<file path="config.mk">
export PLATFORM = sky130hd
export DESIGN_NAME = counter_ctrl_flat
export DESIGN_NICKNAME = d
export VERILOG_FILES = /design/src/rtl/counter_ctrl_if.sv /design/src/rtl/counter_ctrl.sv /design/src/flat_wrapper.sv
export SDC_FILE = /design/constraint.sdc
export NUM_CORES = 1
export LEC_CHECK = 0
export CAP_MARGIN = 20
export CORE_AREA = 4 4 41 43
export CTS_CLUSTER_DIAMETER = 60
export DETAILED_ROUTE_END_ITERATION = 6
export DIE_AREA = 0 0 45 47
export DONT_BUFFER_PORTS = 1
export PLACE_DENSITY_LB_ADDON = 0.12
export RECOVER_POWER = 100
export SYNTH_ARGS = -nofsm -noshare
export SYNTH_HDL_FRONTEND = slang
export SYNTH_SLANG_ARGS = --single-unit
</file>
<file path="constraint.sdc">
create_clock -name clk -period 1.7 [get_ports clk]
set_clock_uncertainty 0.05 [all_clocks]
set_input_delay 0.255 -clock clk [delete_from_list [all_inputs] [get_ports clk]]
set_output_delay 0.255 -clock clk [all_outputs]
set_load 0.01 [all_outputs]
</file>
<file path="src/rtl/counter_ctrl_if.sv">
// Command channel of counter_ctrl: valid/ready handshake carrying direction and step count.
interface counter_ctrl_if #(
  parameter int STEP_W = 4
);
  // A command transfers on a rising edge where cmd_valid and cmd_ready are both high.
  // The master holds cmd_dir/cmd_steps stable while cmd_valid is high and not yet accepted.
  logic              cmd_valid;
  logic              cmd_ready;
  logic              cmd_dir;
  logic [STEP_W-1:0] cmd_steps;

  modport master (output cmd_valid, output cmd_dir, output cmd_steps, input cmd_ready);
  modport slave  (input cmd_valid, input cmd_dir, input cmd_steps, output cmd_ready);
endinterface

</file>
<file path="src/rtl/counter_ctrl.sv">
// Step-strobe controller for an external up/down counter: IDLE -> RUN -> DONE.
// Optional saturation stop is compiled in with macro COUNTER_CTRL_SAT_EN.
module counter_ctrl #(
  parameter int WIDTH  = 3,
  parameter int STEP_W = 4
) (
  input  logic              clk,
  input  logic              reset,
  counter_ctrl_if.slave     cmd,
  input  logic              abort,
  input  logic [WIDTH-1:0]  cnt_in,
  output logic              count_up,
  output logic              count_down,
  output logic              busy,
  output logic              done,
  output logic              aborted,
  output logic              sat,
  output logic [STEP_W-1:0] steps_left,
  output logic [1:0]        state_dbg
);

  typedef enum logic [1:0] {
    IDLE = 2'd0,
    RUN  = 2'd1,
    DONE = 2'd2
  } state_t;

  state_t            state_q, state_d;
  logic              dir_q;
  logic [STEP_W-1:0] steps_q;
  logic              abort_q;
  logic              accept;
  logic              strobe;
  logic              end_abort;
  logic              end_sat;
  logic              sat_hit;

`ifdef COUNTER_CTRL_SAT_EN
  logic sat_q;

  // Stop before a strobe that would wrap the counter past its end value.
  assign sat_hit = dir_q ? (cnt_in == {WIDTH{1'b0}}) : (cnt_in == {WIDTH{1'b1}});

  always_ff @(posedge clk or negedge reset) begin
    if (!reset) begin
      sat_q <= 1'b0;
    end else if (accept) begin
      sat_q <= 1'b0;
    end else if (end_sat) begin
      sat_q <= 1'b1;
    end
  end

  assign sat = done & sat_q;
`else
  // Without saturation the counter value is irrelevant; the name marks it as deliberately unused.
  logic unused_cnt_in;
  assign unused_cnt_in = ^cnt_in;
  assign sat_hit       = 1'b0;
  assign sat           = 1'b0;
`endif

  always_comb begin
    state_d   = state_q;
    strobe    = 1'b0;
    end_abort = 1'b0;
    end_sat   = 1'b0;
    accept    = (state_q == IDLE) && cmd.cmd_valid;
    case (state_q)
      IDLE: begin
        if (accept) begin
          state_d = (cmd.cmd_steps == '0) ? DONE : RUN;
        end
      end
      RUN: begin
        // Abort outranks saturation; either one suppresses this cycle's strobe.
        if (abort) begin
          end_abort = 1'b1;
          state_d   = DONE;
        end else if (sat_hit) begin
          end_sat = 1'b1;
          state_d = DONE;
        end else begin
          strobe = 1'b1;
          if (steps_q == STEP_W'(1)) begin
            state_d = DONE;
          end
        end
      end
      DONE:    state_d = IDLE;
      default: state_d = IDLE;
    endcase
  end

  always_ff @(posedge clk or negedge reset) begin
    if (!reset) begin
      state_q <= IDLE;
      dir_q   <= 1'b0;
      steps_q <= '0;
      abort_q <= 1'b0;
    end else begin
      state_q <= state_d;
      if (accept) begin
        dir_q   <= cmd.cmd_dir;
        steps_q <= cmd.cmd_steps;
        abort_q <= 1'b0;
      end else if (strobe) begin
        steps_q <= steps_q - STEP_W'(1);
      end
      if (end_abort) begin
        abort_q <= 1'b1;
      end
    end
  end

  assign cmd.cmd_ready = (state_q == IDLE);
  assign count_up      = strobe & ~dir_q;
  assign count_down    = strobe & dir_q;
  assign busy          = (state_q == RUN) || (state_q == DONE);
  assign done          = (state_q == DONE);
  assign aborted       = done & abort_q;
  assign steps_left    = steps_q;
  assign state_dbg     = state_q;

endmodule

</file>
<file path="src/flat_wrapper.sv">
// flat-port wrapper written by rule: the top's interface ports become plain ports
module counter_ctrl_flat 
#(
  parameter int WIDTH  = 3,
  parameter int STEP_W = 4
)
  (clk, reset, abort, cnt_in, count_up, count_down, busy, done, aborted, sat, steps_left, state_dbg, cmd_cmd_valid, cmd_cmd_dir, cmd_cmd_steps, cmd_cmd_ready);
  counter_ctrl_if #(.STEP_W(STEP_W)) cmd_i ();
  input  logic clk;
  input  logic reset;
  input  logic abort;
  input  logic [WIDTH-1:0] cnt_in;
  output logic count_up;
  output logic count_down;
  output logic busy;
  output logic done;
  output logic aborted;
  output logic sat;
  output logic [STEP_W-1:0] steps_left;
  output logic [1:0] state_dbg;
  input wire logic [$bits(cmd_i.cmd_valid)-1:0] cmd_cmd_valid;
  input wire logic [$bits(cmd_i.cmd_dir)-1:0] cmd_cmd_dir;
  input wire logic [$bits(cmd_i.cmd_steps)-1:0] cmd_cmd_steps;
  output wire logic [$bits(cmd_i.cmd_ready)-1:0] cmd_cmd_ready;
  assign cmd_i.cmd_valid = cmd_cmd_valid;
  assign cmd_i.cmd_dir = cmd_cmd_dir;
  assign cmd_i.cmd_steps = cmd_cmd_steps;
  assign cmd_cmd_ready = cmd_i.cmd_ready;
  counter_ctrl #(.WIDTH(WIDTH), .STEP_W(STEP_W)) u_core (.clk(clk), .reset(reset), .cmd(cmd_i), .abort(abort), .cnt_in(cnt_in), .count_up(count_up), .count_down(count_down), .busy(busy), .done(done), .aborted(aborted), .sat(sat), .steps_left(steps_left), .state_dbg(state_dbg));
endmodule
</file>
==> metrics.txt <==
Die Height=47 um; hold path start=cmd_cmd_dir; pwr dens=1800 mW/mm^2; clk sinks=8; # port buffers=0; Critical Path Source=u_core.state_dbg[0]$_DFFE_PN0P_; CTS H-tree depth=1; total track usage=0.119; core box area=0.00130 mm^2; RR Startpoint=u_core.state_dbg[0]$_DFFE_PN0P_; Synth cell types=25; clock-pin slew on the worst setup and hold paths=0.05 ns; Seq pwr share=0.401; clock network fraction of total power=0.144; DRC Markers=0; hold crit path type=in2reg; worst setup margin=0.0721 ns; Final Hold Viols=0; fillers=133; Post-Route Hold Slack=0.0804 ns; Reg area=200 um^2; Finish-stage setup viols=0; chip width=45 um; DRT Pass-1 Iters=4; Layout Nets=76; Largest stage delay, worst path=0.45 ns; CP Capture Type=primary output; CP Data Arrival Time=1.32 ns; CTS tree=done; Post-Syn Nets=70; diode count=0; first-pass GRT wire length=1710 um; Worst Path Max Fanout=8; Util after Layout=0.423; io pins=25; share of post-route cells with drive strength above 1=0.140; P&R area growth vs syn=11.7%; Lkg Pwr=0.256 nW; Die Footprint=0.00212 mm^2; CP Cell Sequence=ha_1 > nand2b_2 > nor2_2; status=completed; clock root buffer master=clkbuf_4; DRT antenna net count=0; Row Count=13; GPL Wtd Cong=0.693; 1st-iter DRT viols=2; placed cells=68; DP HPWL=924 um; Clock Latency Late Sink=0.25 ns; Initial Util=0.379; Max Clock Freq=614 MHz; Area after DPL=514 um^2; final instance area=551 um^2; Final period util=0.958; worst-case vdd ir drop=0.703 mV; Post-Syn Instances=53; Slowest cell on crit path=dfrtp_1; average wire per standard cell=15.2 um; Avg Inst Size Synth=9.30 um^2; post-layout min period=1.63 ns; initial antenna violation count=0; max-slew violation count=0; TritonCTS Buffers=3; Multi-input gate area=265 um^2; Sw Share=0.440; Yosys reg bits=8; clock buffer depth=2; Buf/Inv on CP=0; Logic pwr share=0.455; switching pwr=0.000435 W; post-place setup slack=0.109 ns; total length of routed wires=1090 um; vias per inst=5.42; internal cell power=0.000554 W; Finished Layout Cells=72; critical path's top delay family=flip-flops; max-cap violations=0; crit start category=flop; mapped cell area=493 um^2; detailed-route via count=390; total grt overflow=0; WP data required=1.39 ns; Seq/Total Area, Yosys=0.406; vias in the first global route=377; RSZ-0062 raised after global routing=yes; Worst Path Class, Setup=reg2out; Ys Warns=0; largest net degree at the start of global routing=9
[synth_stat cells]
cell / instances / area share
ha_1: 5 / 0.13
xor2_1: 1 / 0.018
a31oi_1: 1 / 0.013
o22ai_1: 1 / 0.013
or3_1: 2 / 0.025
nand3b_1: 1 / 0.015
buf_4: 1 / 0.015
o2bb2ai_1: 1 / 0.018
mux2_2: 1 / 0.023
o21ai_0: 2 / 0.020
nand2_1: 3 / 0.023
inv_1: 6 / 0.046
nor3b_1: 1 / 0.015
conb_1: 1 / 0.0076
o2bb2a_1: 1 / 0.020
a22o_1: 1 / 0.018
and2_1: 2 / 0.025
nor2_1: 6 / 0.046
nand2b_1: 1 / 0.013
dfrtp_1: 8 / 0.41
xnor2_1: 1 / 0.018
mux2i_1: 1 / 0.020
a21oi_1: 3 / 0.030
or4_1: 1 / 0.015
clkbuf_2: 1 / 0.010
[layer usage]
| metal | GRT usage | up-vias | share of wire | routed length, um |
|---|---|---|---|---|
| met4 | 0.0351 | 0 | 0.012 | 13 |
| met1 | 0.119 | 189 | 0.37 | 406 |
| met2 | 0.195 | 14 | 0.50 | 550 |
| met5 | 0 | - | 0 | 0 |
| li1 | - | 185 | - | - |
| met3 | 0.0881 | 2 | 0.11 | 122 |
[cells by family (layout without fill, tap and decap cells)]
family	Yosys count	in the layout	share of synthesized area
flip-flops	8	8	0.406
multiplexers	2	2	0.0431
adder cells (fa/ha/maj)	5	5	0.127
AND/OR/NAND/NOR	17	17	0.178
buffers and inverters	8	12	0.0711
XOR/XNOR	2	2	0.0355
other	1	1	0.00761
AO/OA/AOI/OAI	10	10	0.132
[stage by stage]
stage               power [W]  TNS (ns)
floorplan            0.000722         0
global placement     0.000813         0
detailed placement   0.000846         0
CTS                   0.00101         0
global route          0.00108   -0.0144
finish               0.000988         0
[layout make-up]
type,count,share of cell area
inverters,6,0.0409
repair buffers,3,0.0386
flip-flops and latches,8,0.364
multi-input cells,37,0.482
well taps,15,0.0341
clock buffers,3,0.0409
[state kept, by name, summed over array words and instances, names as in the netlist]
register	cells
u_core.dir_q	1
u_core.steps_left	4
u_core.abort_q	1
u_core.state_dbg	2
[worst paths after layout]
kind | cells after the start | slack, ns | end
max | 3 | 0.07 | count_down
min | 2 | 0.08 | u_core.dir_q$_DFFE_PN0P_
max reg2reg | 6 | 0.13 | u_core.steps_left[3]$_DFFE_PN0P_
min reg2reg | 1 | 0.44 | u_core.abort_q$_DFFE_PN0P_
max in group asynchronous | 1 | 1.04 | u_core.steps_left[1]$_DFFE_PN0P_
min in group asynchronous | 1 | 0.30 | u_core.abort_q$_DFFE_PN0P_
[power groups by stage]
stage / Combinational (W) / Clock, W / Sequential, W
global placement: 0.000420 / 0 / 0.000393
detailed placement: 0.000448 / 0 / 0.000398
finish: 0.000450 / 0.000142 / 0.000397
global route: 0.000505 / 0.000160 / 0.000412
floorplan: 0.000342 / 0 / 0.000380
CTS: 0.000463 / 0.000147 / 0.000398
[what timing repair did]
action / in CTS / in global routing
resized for setup: 3 / 0
setup endpoints to repair: 2 / 1
buffers inserted: 0 / 0
hold endpoints to repair: 8 / 0
hold buffers: 1 / 0
[cell usage in the layout (no fill, tap or decap), types with 2 or more instances in the layout]
cell,netlist,routed
clkbuf_4,0,3
dfrtp_1,8,8
and2_0,0,2
o21ai_0,2,2
ha_1,5,5
nand2_1,3,3
inv_1,6,6
or3_1,2,2
nor2_2,0,2
a21oi_1,3,3
nor2_1,6,4
[worst reg2reg max path, delay by kind of cell, from the launching register on]
kind | cells | cell delay [ns]
simple gates | 2 | 0.24
compound gates | 1 | 0.13
flops | 1 | 0.45
buf+inv | 2 | 0.35
fa+ha+maj | 1 | 0.28
Power figures use the tool's default switching activity.
